==> src/rtl/shift_sequencer.sv <==
// Command-driven one-hot pattern sequencer with prescaler and bounce/rotate/hold modes.
// Optional build macro SHIFT_SEQ_ONESHOT_EN enables auto-stop after one full pattern period.
module shift_sequencer #(
  parameter int DIV_W = 16
) (
  input  logic             clk,
  input  logic             reset,
  input  logic             cmd_valid,
  output logic             cmd_ready,
  input  logic [1:0]       cmd_op,
  input  logic [DIV_W-1:0] cmd_data,
  output logic [7:0]       pattern,
  output logic             dir,
  output logic             step,
  output logic             wrap,
  output logic             busy
);

  typedef enum logic [1:0] {S_IDLE, S_RUN, S_APPLY} state_t;
  typedef enum logic [1:0] {OP_RUN, OP_STOP, OP_SET_MODE, OP_SET_DIV} op_t;
  typedef enum logic [1:0] {M_BOUNCE, M_ROT_L, M_ROT_R, M_HOLD} mode_t;

  state_t           r_state, w_state_nxt;
  mode_t            r_mode, w_mode_nxt;
  logic             r_run, w_run_nxt;
  logic             r_oneshot, w_oneshot_nxt;
  logic [DIV_W-1:0] r_div, w_div_nxt;
  logic [DIV_W-1:0] r_cnt, w_cnt_nxt;
  logic [7:0]       r_pattern, w_pat_nxt;
  logic             r_dir, w_dir_nxt;
  logic             r_step, w_step_nxt;
  logic             r_wrap, w_wrap_nxt;

  logic       w_accept, w_tick;
  logic [7:0] w_rotl, w_rotr;

  // cmd_ready drops with reset itself so nothing is accepted while reset is asserted.
  assign cmd_ready = reset && (r_state != S_APPLY);
  assign w_accept  = cmd_valid && cmd_ready;
  assign w_tick    = (r_state == S_RUN) && (r_cnt == r_div);
  assign w_rotl    = {r_pattern[6:0], r_pattern[7]};
  assign w_rotr    = {r_pattern[0], r_pattern[7:1]};

  always_comb begin
    // NOTE: every next-state value gets a default first so no path through this block infers a latch.
    w_state_nxt   = r_state;
    w_mode_nxt    = r_mode;
    w_run_nxt     = r_run;
    w_oneshot_nxt = r_oneshot;
    w_div_nxt     = r_div;
    w_cnt_nxt     = r_cnt;
    w_pat_nxt     = r_pattern;
    w_dir_nxt     = r_dir;
    w_step_nxt    = 1'b0;
    w_wrap_nxt    = 1'b0;

    unique case (r_state)
      S_IDLE:  if (w_accept) w_state_nxt = S_APPLY;
      S_RUN:   if (w_accept) w_state_nxt = S_APPLY;
      S_APPLY: w_state_nxt = r_run ? S_RUN : S_IDLE;
      default: w_state_nxt = S_IDLE;
    endcase

    // A command accepted in a tick cycle takes priority and the pattern update is dropped.
    if (w_accept) begin
      w_cnt_nxt = '0;
      unique case (op_t'(cmd_op))
        OP_RUN:  w_run_nxt = 1'b1;
        OP_STOP: w_run_nxt = 1'b0;
        OP_SET_MODE: begin
          w_mode_nxt = mode_t'(cmd_data[1:0]);
`ifdef SHIFT_SEQ_ONESHOT_EN
          w_oneshot_nxt = cmd_data[2];
`else
          w_oneshot_nxt = 1'b0;
`endif
          w_pat_nxt  = 8'h01;
          w_dir_nxt  = 1'b0;
        end
        OP_SET_DIV: w_div_nxt = cmd_data;
        default: ;
      endcase
    end else if (w_tick) begin
      w_cnt_nxt  = '0;
      w_step_nxt = 1'b1;
      unique case (r_mode)
        M_BOUNCE: begin
          if (!r_dir) begin
            if (r_pattern[7]) begin
              w_dir_nxt  = 1'b1;
              w_pat_nxt  = w_rotr;
              w_wrap_nxt = 1'b1;
            end else begin
              w_pat_nxt = w_rotl;
            end
          end else begin
            if (r_pattern[0]) begin
              w_dir_nxt  = 1'b0;
              w_pat_nxt  = w_rotl;
              w_wrap_nxt = 1'b1;
            end else begin
              w_pat_nxt = w_rotr;
            end
          end
        end
        M_ROT_L: begin
          w_pat_nxt  = w_rotl;
          w_dir_nxt  = 1'b0;
          w_wrap_nxt = r_pattern[7];
        end
        M_ROT_R: begin
          w_pat_nxt  = w_rotr;
          w_dir_nxt  = 1'b1;
          w_wrap_nxt = r_pattern[0];
        end
        default: ;
      endcase
      // One-shot ends on the tick that completes a period; HOLD never completes one.
      if (r_oneshot && (((r_mode == M_BOUNCE) && (w_pat_nxt == 8'h01)) ||
                        (((r_mode == M_ROT_L) || (r_mode == M_ROT_R)) && w_wrap_nxt))) begin
        w_run_nxt   = 1'b0;
        w_state_nxt = S_IDLE;
      end
    end else if (r_state == S_RUN) begin
      w_cnt_nxt = r_cnt + 1'b1;
    end
  end

  always_ff @(posedge clk or negedge reset) begin
    if (!reset) begin
      r_state   <= S_IDLE;
      r_mode    <= M_BOUNCE;
      r_run     <= 1'b0;
      r_oneshot <= 1'b0;
      r_div     <= '0;
      r_cnt     <= '0;
      r_pattern <= 8'h01;
      r_dir     <= 1'b0;
      r_step    <= 1'b0;
      r_wrap    <= 1'b0;
    end else begin
      // NOTE: non-blocking assignments so every register samples the pre-edge values.
      r_state   <= w_state_nxt;
      r_mode    <= w_mode_nxt;
      r_run     <= w_run_nxt;
      r_oneshot <= w_oneshot_nxt;
      r_div     <= w_div_nxt;
      r_cnt     <= w_cnt_nxt;
      r_pattern <= w_pat_nxt;
      r_dir     <= w_dir_nxt;
      r_step    <= w_step_nxt;
      r_wrap    <= w_wrap_nxt;
    end
  end

  assign pattern = r_pattern;
  assign dir     = r_dir;
  assign step    = r_step;
  assign wrap    = r_wrap;
  assign busy    = (r_state == S_RUN);

endmodule
==> config.mk <==
export PLATFORM = sky130hd
export DESIGN_NAME = shift_sequencer
export DESIGN_NICKNAME = d
export VERILOG_FILES = /design/src/rtl/shift_sequencer.sv
export SDC_FILE = /design/constraint.sdc
export NUM_CORES = 1
export LEC_CHECK = 0
export CAP_MARGIN = 0
export CORE_UTILIZATION = 45
export CTS_CLUSTER_SIZE = 40
export DETAILED_ROUTE_END_ITERATION = 10
export PLACE_DENSITY = 0.67
export SYNTH_ARGS = -nofsm -noshare
export SYNTH_HDL_FRONTEND = slang
export SYNTH_SLANG_ARGS = --single-unit
==> constraint.sdc <==
create_clock -name clk -period 3.31 [get_ports clk]
set_input_delay 0.8275 -clock clk [delete_from_list [all_inputs] [get_ports clk]]
set_output_delay 0.8275 -clock clk [all_outputs]
set_load 0.01 [all_outputs]
==> run metrics, run 1 <==
status=completed; peak supply drop=249 uV; crit-path max FO=16; GRT Total Usage=18.1%; CTS buffer count=5; Yosys cell types=45; synth top area cells=dfrtp_1 44%, mux2_1 5.5%, xnor2_1 5.0%; Max Buffers Root-to-Sink=2; CTS-repair resized insts=0; Die Area=6200 um2; syn nets=287; routed len/inst=13.8 um; Row Count=27; Final Setup Violations=0; number of max-cap violations=0; worst setup path class=in -> reg; remaining antenna violation count=0; # port buffers=33; Clock Sinks=48; Placer Congestion=0.819; DR iter-0 viols=130; Hold Slack=0.383 ns; combinational share of power=24.8%; DRC viols=0; fmax=0.375 GHz; max_slew headroom=51.2%; CP startpoint kind=input pin; register area=1200 um2; P&R area growth vs syn=17.9%; Critical Path RT=3.49 ns; H-tree Lvls=2; top cells by count, synth=47 x dfrtp_1, 26 x nor2_1, 24 x nand2_1; RSZ-0062 raised after global routing=false; Hold-fix buffers, CTS=0; Worst R2R Setup Slack=1.07 ns; gr ovfl total=0; core area=5570 um2; CP arrival=2.85 ns; Clock Skews=0.00652 ns; DP HPWL=3720 um; pin count of the biggest net entering global routing=41; Async SR Flop Fraction=100%; setup ws final=0.646 ns; Avg Inst Size Synth=10.1 um2; Reg clk slew, reported paths=0.09 ns; top-area cell type share of the netlist area=44.4%; initial antenna violation count=0; P_sw=0.000439 W; fill count=516; Synth Register Bits=48; P_leak=1.32 nW; Clock Power Share=23.4%; dpl ws=0.362 ns; Main synth FF type=dfrtp_1; DRT Wirelength=5040 um; final count of hold timing violations=0; Die Width=78.7 um; Slew @ Worst Pin=0.726 ns; internal power=0.000979 W; # diodes=0; Seq/Total Area, Yosys=45.4%; Crit. End Element=flip-flop; TritonCTS clock tree=done; multi-input logic area=1370 um2; # nets final=319; CTS root buf=clkbuf_8; post-route clock period utilization=80.5%; Hold WC Path Type=in -> async; post-synth top area cell=dfrtp_1; fin crit period=2.66 ns; layout cell share with drive strength beyond 1=8.53%; clk_lat worst skew=0.30 ns; Initial Util=47.5%; Slew Viols, Final=0; sequential power share=51.7%; Power per Cell Area=454 nW/um2; Post-Synthesis Cell Area=2650 um2; post-route setup TNS=0 ns; via count=1939; vias in the first global route=1752; EDFF count, synth=0; most frequent cell after synthesis=dfrtp_1; Cells after Synth=261; via density per instance=5.31; DRT Pass-1 Iters=4; die height=78.7 um; Synthesis Warnings=0; switching share of power=31.0%; IO Count=34; # Post-CTS Setup Buffers=0; global-route wire length before repair=8680 um
==> worst paths after layout <==
check | from | end | cells past startpoint
min in group clk | r_div[13] | r_div[13] | 1
min | reset | r_cnt[0] | 1
min reg2reg | r_div[13] | r_div[13] | 1
max reg2reg | r_cnt[2] | pattern[7] | 5
max | cmd_valid | r_div[1] | 6
max in group asynchronous | reset | dir | 2
==> stage by stage <==
step | std cells | area, um2 | util, % | power, W
4_1_cts | 365 | 3120 | 56.0 | 0.00143
3_5_place_dp | 358 | 3040 | 54.6 | 0.00110
2_1_floorplan | 261 | 2650 | - | 0.000986
6_report | 365 | 3120 | 56.0 | 0.00142
5_1_grt | 365 | 3120 | 56.0 | 0.00151
3_3_place_gp | 358 | 3040 | 54.6 | 0.00109
==> area by class of cell <==
type	count	share of cell area, %
well taps	72	2.88
repair buffers	37	11.4
inverters	7	0.841
multi-input cells	194	43.8
clock buffers	5	2.20
clock inverters	2	0.401
flip-flops and latches	48	38.5
==> critical path, stage by stage <==
cell             delay (ns)
clkdlybuf4s50_1        0.52
nand2_1                0.08
nor2b_1                0.56
and3_1                 0.24
buf_4                  0.25
mux2_2                 0.37
==> state kept, by name, indices dropped and copies added (netlist names) <==
| name | cells |
|---|---|
| r_div | 16 |
| r_state | 2 |
| r_run | 1 |
| wrap | 1 |
| step | 1 |
| pattern | 8 |
| r_cnt | 16 |
| r_mode | 2 |
| dir | 1 |
==> metal layers <==
metal	GRT usage (%)	wire [um]	share of wire (%)
met5	0	0	0
met4	5.56	59	1.2
met3	4.14	265	5.3
met2	25.6	2130	42
met1	27.4	2590	51
==> cell families (layout without fill, tap and decap cells) <==
kind of cell | after synthesis | in the layout | synth area share (%)
and+or+nand+nor | 93 | 93 | 18.0
AOI/OAI and AO/OA | 36 | 36 | 9.02
buffers and inverters | 19 | 51 | 2.98
adders and majority gates | 5 | 5 | 2.36
DFF | 48 | 48 | 45.4
muxes | 30 | 30 | 12.4
xor gates and xnor gates | 30 | 30 | 9.92
==> layout by cell type (no fill, tap or decap), types with 2 or more instances in the layout <==
cell and count:
a21oi_1 5, a22o_1 2, a22oi_1 5, a31oi_1 3, and2_1 4, buf_4 4
clkbuf_8 5, clkdlybuf4s50_1 32, dfrtp_1 47, ha_1 5, inv_1 7, mux2_1 13
mux2_2 9, mux2i_1 8, nand2_1 24, nand2b_1 3, nand3_1 4, nand4_1 3
nor2_1 26, nor2b_1 5, nor3_1 8, nor3b_1 2, nor4_1 3, o211ai_1 5
o21ai_0 6, o21ai_1 3, o31ai_1 3, xnor2_1 15, xor2_1 15
==> power by group through the flow <==
| stage | combinational [W] | sequential [W] | clock (W) |
|---|---|---|---|
| after floorplan | 0.000259 | 0.000726 | 0 |
| after CTS | 0.000355 | 0.000735 | 0.000342 |
| after global routing | 0.000396 | 0.000745 | 0.000371 |
| after detailed placement | 0.000353 | 0.000747 | 0 |
| final | 0.000352 | 0.000734 | 0.000332 |
| after global placement | 0.000346 | 0.000744 | 0 |
(Power assumes the default switching activity.)
==> run 2: changes to the inputs <==
clock period = 2.7 ns   (was 3.31 ns; I/O delays follow)
==> run 2 against run 1 <==
Against the previous run: sequential share of layout area is 0.67 points lower; worst setup slack worse by 0.24 ns; critical path depth is 4 lower; register-to-register slack worse by 0.42 ns; wire length is 3.9% higher; largest power group unchanged.
==> run metrics, run 2 (synthesis results as in run 1) <==
core area=5570 um2; commonest non-fill, non-tap cells in the layout=47 x dfrtp_1, 32 x clkdlybuf4s50_1, 26 x nor2_1, 24 x nand2_1; Critical Path RT=2.03 ns; # diodes=0; Crit. End Element=primary output; non-filler cells in the finished layout=370; DRT Pass-1 Iters=4; Hold WC Path Type=in -> async; IO Count=34; final count of hold timing violations=0; vias in the first global route=1858; CTS-repair resized insts=0; global-route wire length before repair=9230 um; CTS root buf=clkbuf_8; Hold-fix buffers, CTS=0; via density per instance=5.36; DRC viols=0; # port buffers=33; # Post-CTS Setup Buffers=0; peak supply drop=407 uV; number of max-cap violations=0; P&R area growth vs syn=20.0%; crit-path max FO=5; Row Count=27; RSZ-0062 raised after global routing=false; Worst R2R Setup Slack=0.65 ns; Slew Viols, Final=0; Placer Congestion=0.766; status=completed; Clock Sinks=48; # nets final=323; TritonCTS clock tree=done; Final Setup Violations=0; Max Buffers Root-to-Sink=2; post-route setup TNS=0 ns; DP HPWL=3840 um; fin crit period=2.30 ns; Detail Route met3 WL=230 um; DRT Wirelength=5240 um; CP startpoint kind=flip-flop; remaining antenna violation count=0; clk_lat worst skew=0.31 ns; critical path endpoint=busy; post-route clock period utilization=85.1%; via count=1982; H-tree Lvls=2; fmax=0.435 GHz; reg-to-reg critical path startpoint=r_mode[0]; Reg clk slew, reported paths=0.09 ns; max_slew headroom=57.9%; CTS buffer count=5; WL met2=2280 um; DR iter-0 viols=96; layout cell share with drive strength beyond 1=9.73%; overall power=0.00179 W; worst setup path class=reg -> out; Cells after DPL=362; WL met1=2650 um; die height=78.7 um; Clock Skews=0.00701 ns; GRT Total Usage=19.5%; worst reg-to-reg path cell count=6; P_leak=1.34 nW; Slew @ Worst Pin=0.631 ns; routed len/inst=14.2 um; initial antenna violation count=0; pin count of the biggest net entering global routing=39; R2R Path End=pattern[1]; uppermost layer routed=met4; CP startpoint=r_state[0]; Power per Cell Area=562 nW/um2; CP arrival=1.62 ns; commonest non-fill, non-tap cell in the layout=dfrtp_1; Die Width=78.7 um; Initial Util=47.5%; gr ovfl total=0; Die Area=6200 um2
-- run 2: worst min-delay path by stage --
stage	from	to
after floorplan	reset	dir
after global placement	r_div[5]	r_div[5]
after detailed placement	r_div[13]	r_div[13]
after CTS	reset	r_state[1]
after global routing	reset	r_state[1]
final	reset	r_state[1]
-- run 2: power breakdown --
group / switching, W / internal, W / total [W]
Combinational: 0.000221 / 0.000215 / 0.000437
Sequential: 0.0000851 / 0.000813 / 0.000898
Clock: 0.000244 / 0.000208 / 0.000453
Total: 0.000551 / 0.00124 / 0.00179
-- run 2: metal layers --
layer	up-vias	global-route usage, %
met5	-	0
met4	0	6.67
met3	6	4.14
met2	43	27.2
met1	956	29.5
li1	977	-
-- run 2: metrics by stage --
step / cell area [um2] / setup slack [ns] / utilization, % / hold WS [ns]
floorplan: 2650 / 0.646 / - / 0.379
global placement: 3080 / 0.354 / 55.3 / 0.490
detailed placement: 3080 / 0.255 / 55.3 / 0.498
CTS: 3180 / 0.390 / 57.0 / 0.301
global route: 3180 / 0.311 / 57.0 / 0.314
finish: 3180 / 0.403 / 57.0 / 0.307
-- run 2: cell type report --
type	count	area [um2]
inverter	7	26.3
sequential	48	1200
clock buffer	7	86.3
multi-input combinational	194	1370
fill	505	2400
timing repair buffer	41	398
tap	72	90.1
clock inverter	1	7.51
-- run 2: critical path, stage by stage (launching register included) --
cell and delay (ns):
dfrtp_1 0.41, nor2b_1 0.31, clkdlybuf4s50_1 0.60
==> run 3: changes to the inputs <==
clock period = 2.2 ns   (was 2.7 ns; I/O delays follow)
==> run 3 against run 2 <==
Against the previous run: final cell count is 1.4% higher; core utilization up 0.85 points; sequential share of layout area decreased by 0.56 points; clock-buffer cell count is the same; worst setup slack got worse by 0.30 ns; die area did not move; design area up 1.5%; critical path depth up 1; clock power rose by 23%.
==> run metrics, run 3 (synthesis results as in run 1) <==
status=completed; global-route wire length before repair=9290 um; clk_lat worst skew=0.30 ns; # port buffers=33; Hold Slack=0.0981 ns; Final Setup Violations=0; TritonCTS clock tree=done; CP arrival=1.55 ns; DR iter-0 viols=144; CP delay by family, top=buffers and inverters; Initial Util=47.5%; layout cell share with drive strength beyond 1=11.6%; commonest non-fill, non-tap cell in the layout=dfrtp_1; DRC viols=0; Slew @ Worst Pin=0.449 ns; CP max-delay cell=clkdlybuf4s50_1; Hold WC Path Type=in -> async; setup ws final=0.102 ns; worst setup path class=reg -> out; Placer Congestion=0.778; Row Count=27; RSZ-0062 raised after global routing=false; CTS root buf=clkbuf_8; Clock Skews=0.00674 ns; Max stage delay on crit path=0.46 ns; DRT Wirelength=5320 um; IO Count=34; # Post-CTS Setup Buffers=0; peak supply drop=451 uV; Power per Cell Area=689 nW/um2; remaining antenna violation count=0; routed len/inst=14.2 um; core area=5570 um2; via density per instance=5.32; die height=78.7 um; commonest non-fill, non-tap cells in the layout=47 x dfrtp_1, 32 x clkdlybuf4s50_1, 26 x nor2_1, 24 x nand2_1; pin count of the biggest net entering global routing=37; Hold-fix buffers, CTS=0; Die Width=78.7 um; Reg clk slew, reported paths=0.08 ns; CP startpoint kind=flip-flop; P_leak=1.38 nW; fin crit period=2.10 ns; gr ovfl total=0; max_slew headroom=70.1%; DRT Pass-1 Iters=4; crit-path cells=nand2b_1 -> and2_1 -> clkdlybuf4s50_1; via count=1996; Clock Sinks=48; H-tree Lvls=2; Slew Viols, Final=0; Critical Path RT=1.65 ns; GRT Total Usage=19.3%; # nets final=329; vias in the first global route=1893; number of max-cap violations=0; initial antenna violation count=0; worst path bufs/invs=1; DP HPWL=3900 um; Crit. End Element=primary output; Die Area=6200 um2; crit-path max FO=5; post-route clock period utilization=95.4%; # diodes=0; P&R area growth vs syn=21.8%; final count of hold timing violations=0; fmax=0.477 GHz; Max Buffers Root-to-Sink=2; CTS buffer count=5; CTS-repair resized insts=0; dpl ws=-0.0216 ns
run 3: cell count changes in the layout (fill, tap and decap cells not counted), sizes merged:
| cell | before | now |
|---|---|---|
| buf | 9 | 15 |
| clkinvlp | 1 | 0 |
run 3: routing by layer:
layer / GRT usage [%] / share of wire [%] / up-vias
met5: 0 / 0 / -
met4: 5.00 / 1.0 / 0
met3: 3.45 / 4.2 / 7
met2: 29.0 / 44 / 48
met1: 28.6 / 51 / 951
li1: - / - / 990
run 3: final timing paths:
| check | slack [ns] | endpoint | cells after the start | start |
|---|---|---|---|---|
| min in group clk | 0.51 | r_div[5] | 1 | r_div[5] |
| max reg2reg | 0.20 | pattern[5] | 6 | r_cnt[3] |
| min reg2reg | 0.51 | r_div[5] | 1 | r_div[5] |
| max | 0.10 | cmd_ready | 3 | r_state[0] |
| max in group asynchronous | 1.39 | r_div[12] | 2 | reset |
| min | 0.1 | r_cnt[1] | 1 | reset |
run 3: report_power, final:
group          leakage [nW]  total (W)  switching, W  internal (W)
Sequential            0.626    0.00110      0.000106      0.000998
Clock                0.0503   0.000559      0.000279      0.000280
Combinational         0.701   0.000562      0.000279      0.000283
run 3: area by class of cell:
cell class                 instances  area [um2]
sequential                        48        1200
fill                             509        2350
inverter                           7        26.3
multi-input combinational        194        1370
clock buffer                       7        96.3
tap                               72        90.1
timing repair buffer              47         443
run 3: through the flow:
step | setup TNS [ns] | instance area (um2) | cells | util, % | power, W
floorplan | 0 | 2650 | 261 | - | 0.00148
CTS | 0 | 3230 | 375 | 57.9 | 0.00225
detailed placement | -0.152 | 3130 | 368 | 56.1 | 0.00169
global placement | 0 | 3130 | 368 | 56.1 | 0.00167
global route | 0 | 3230 | 375 | 57.9 | 0.00237
finish | 0 | 3230 | 375 | 57.9 | 0.00222
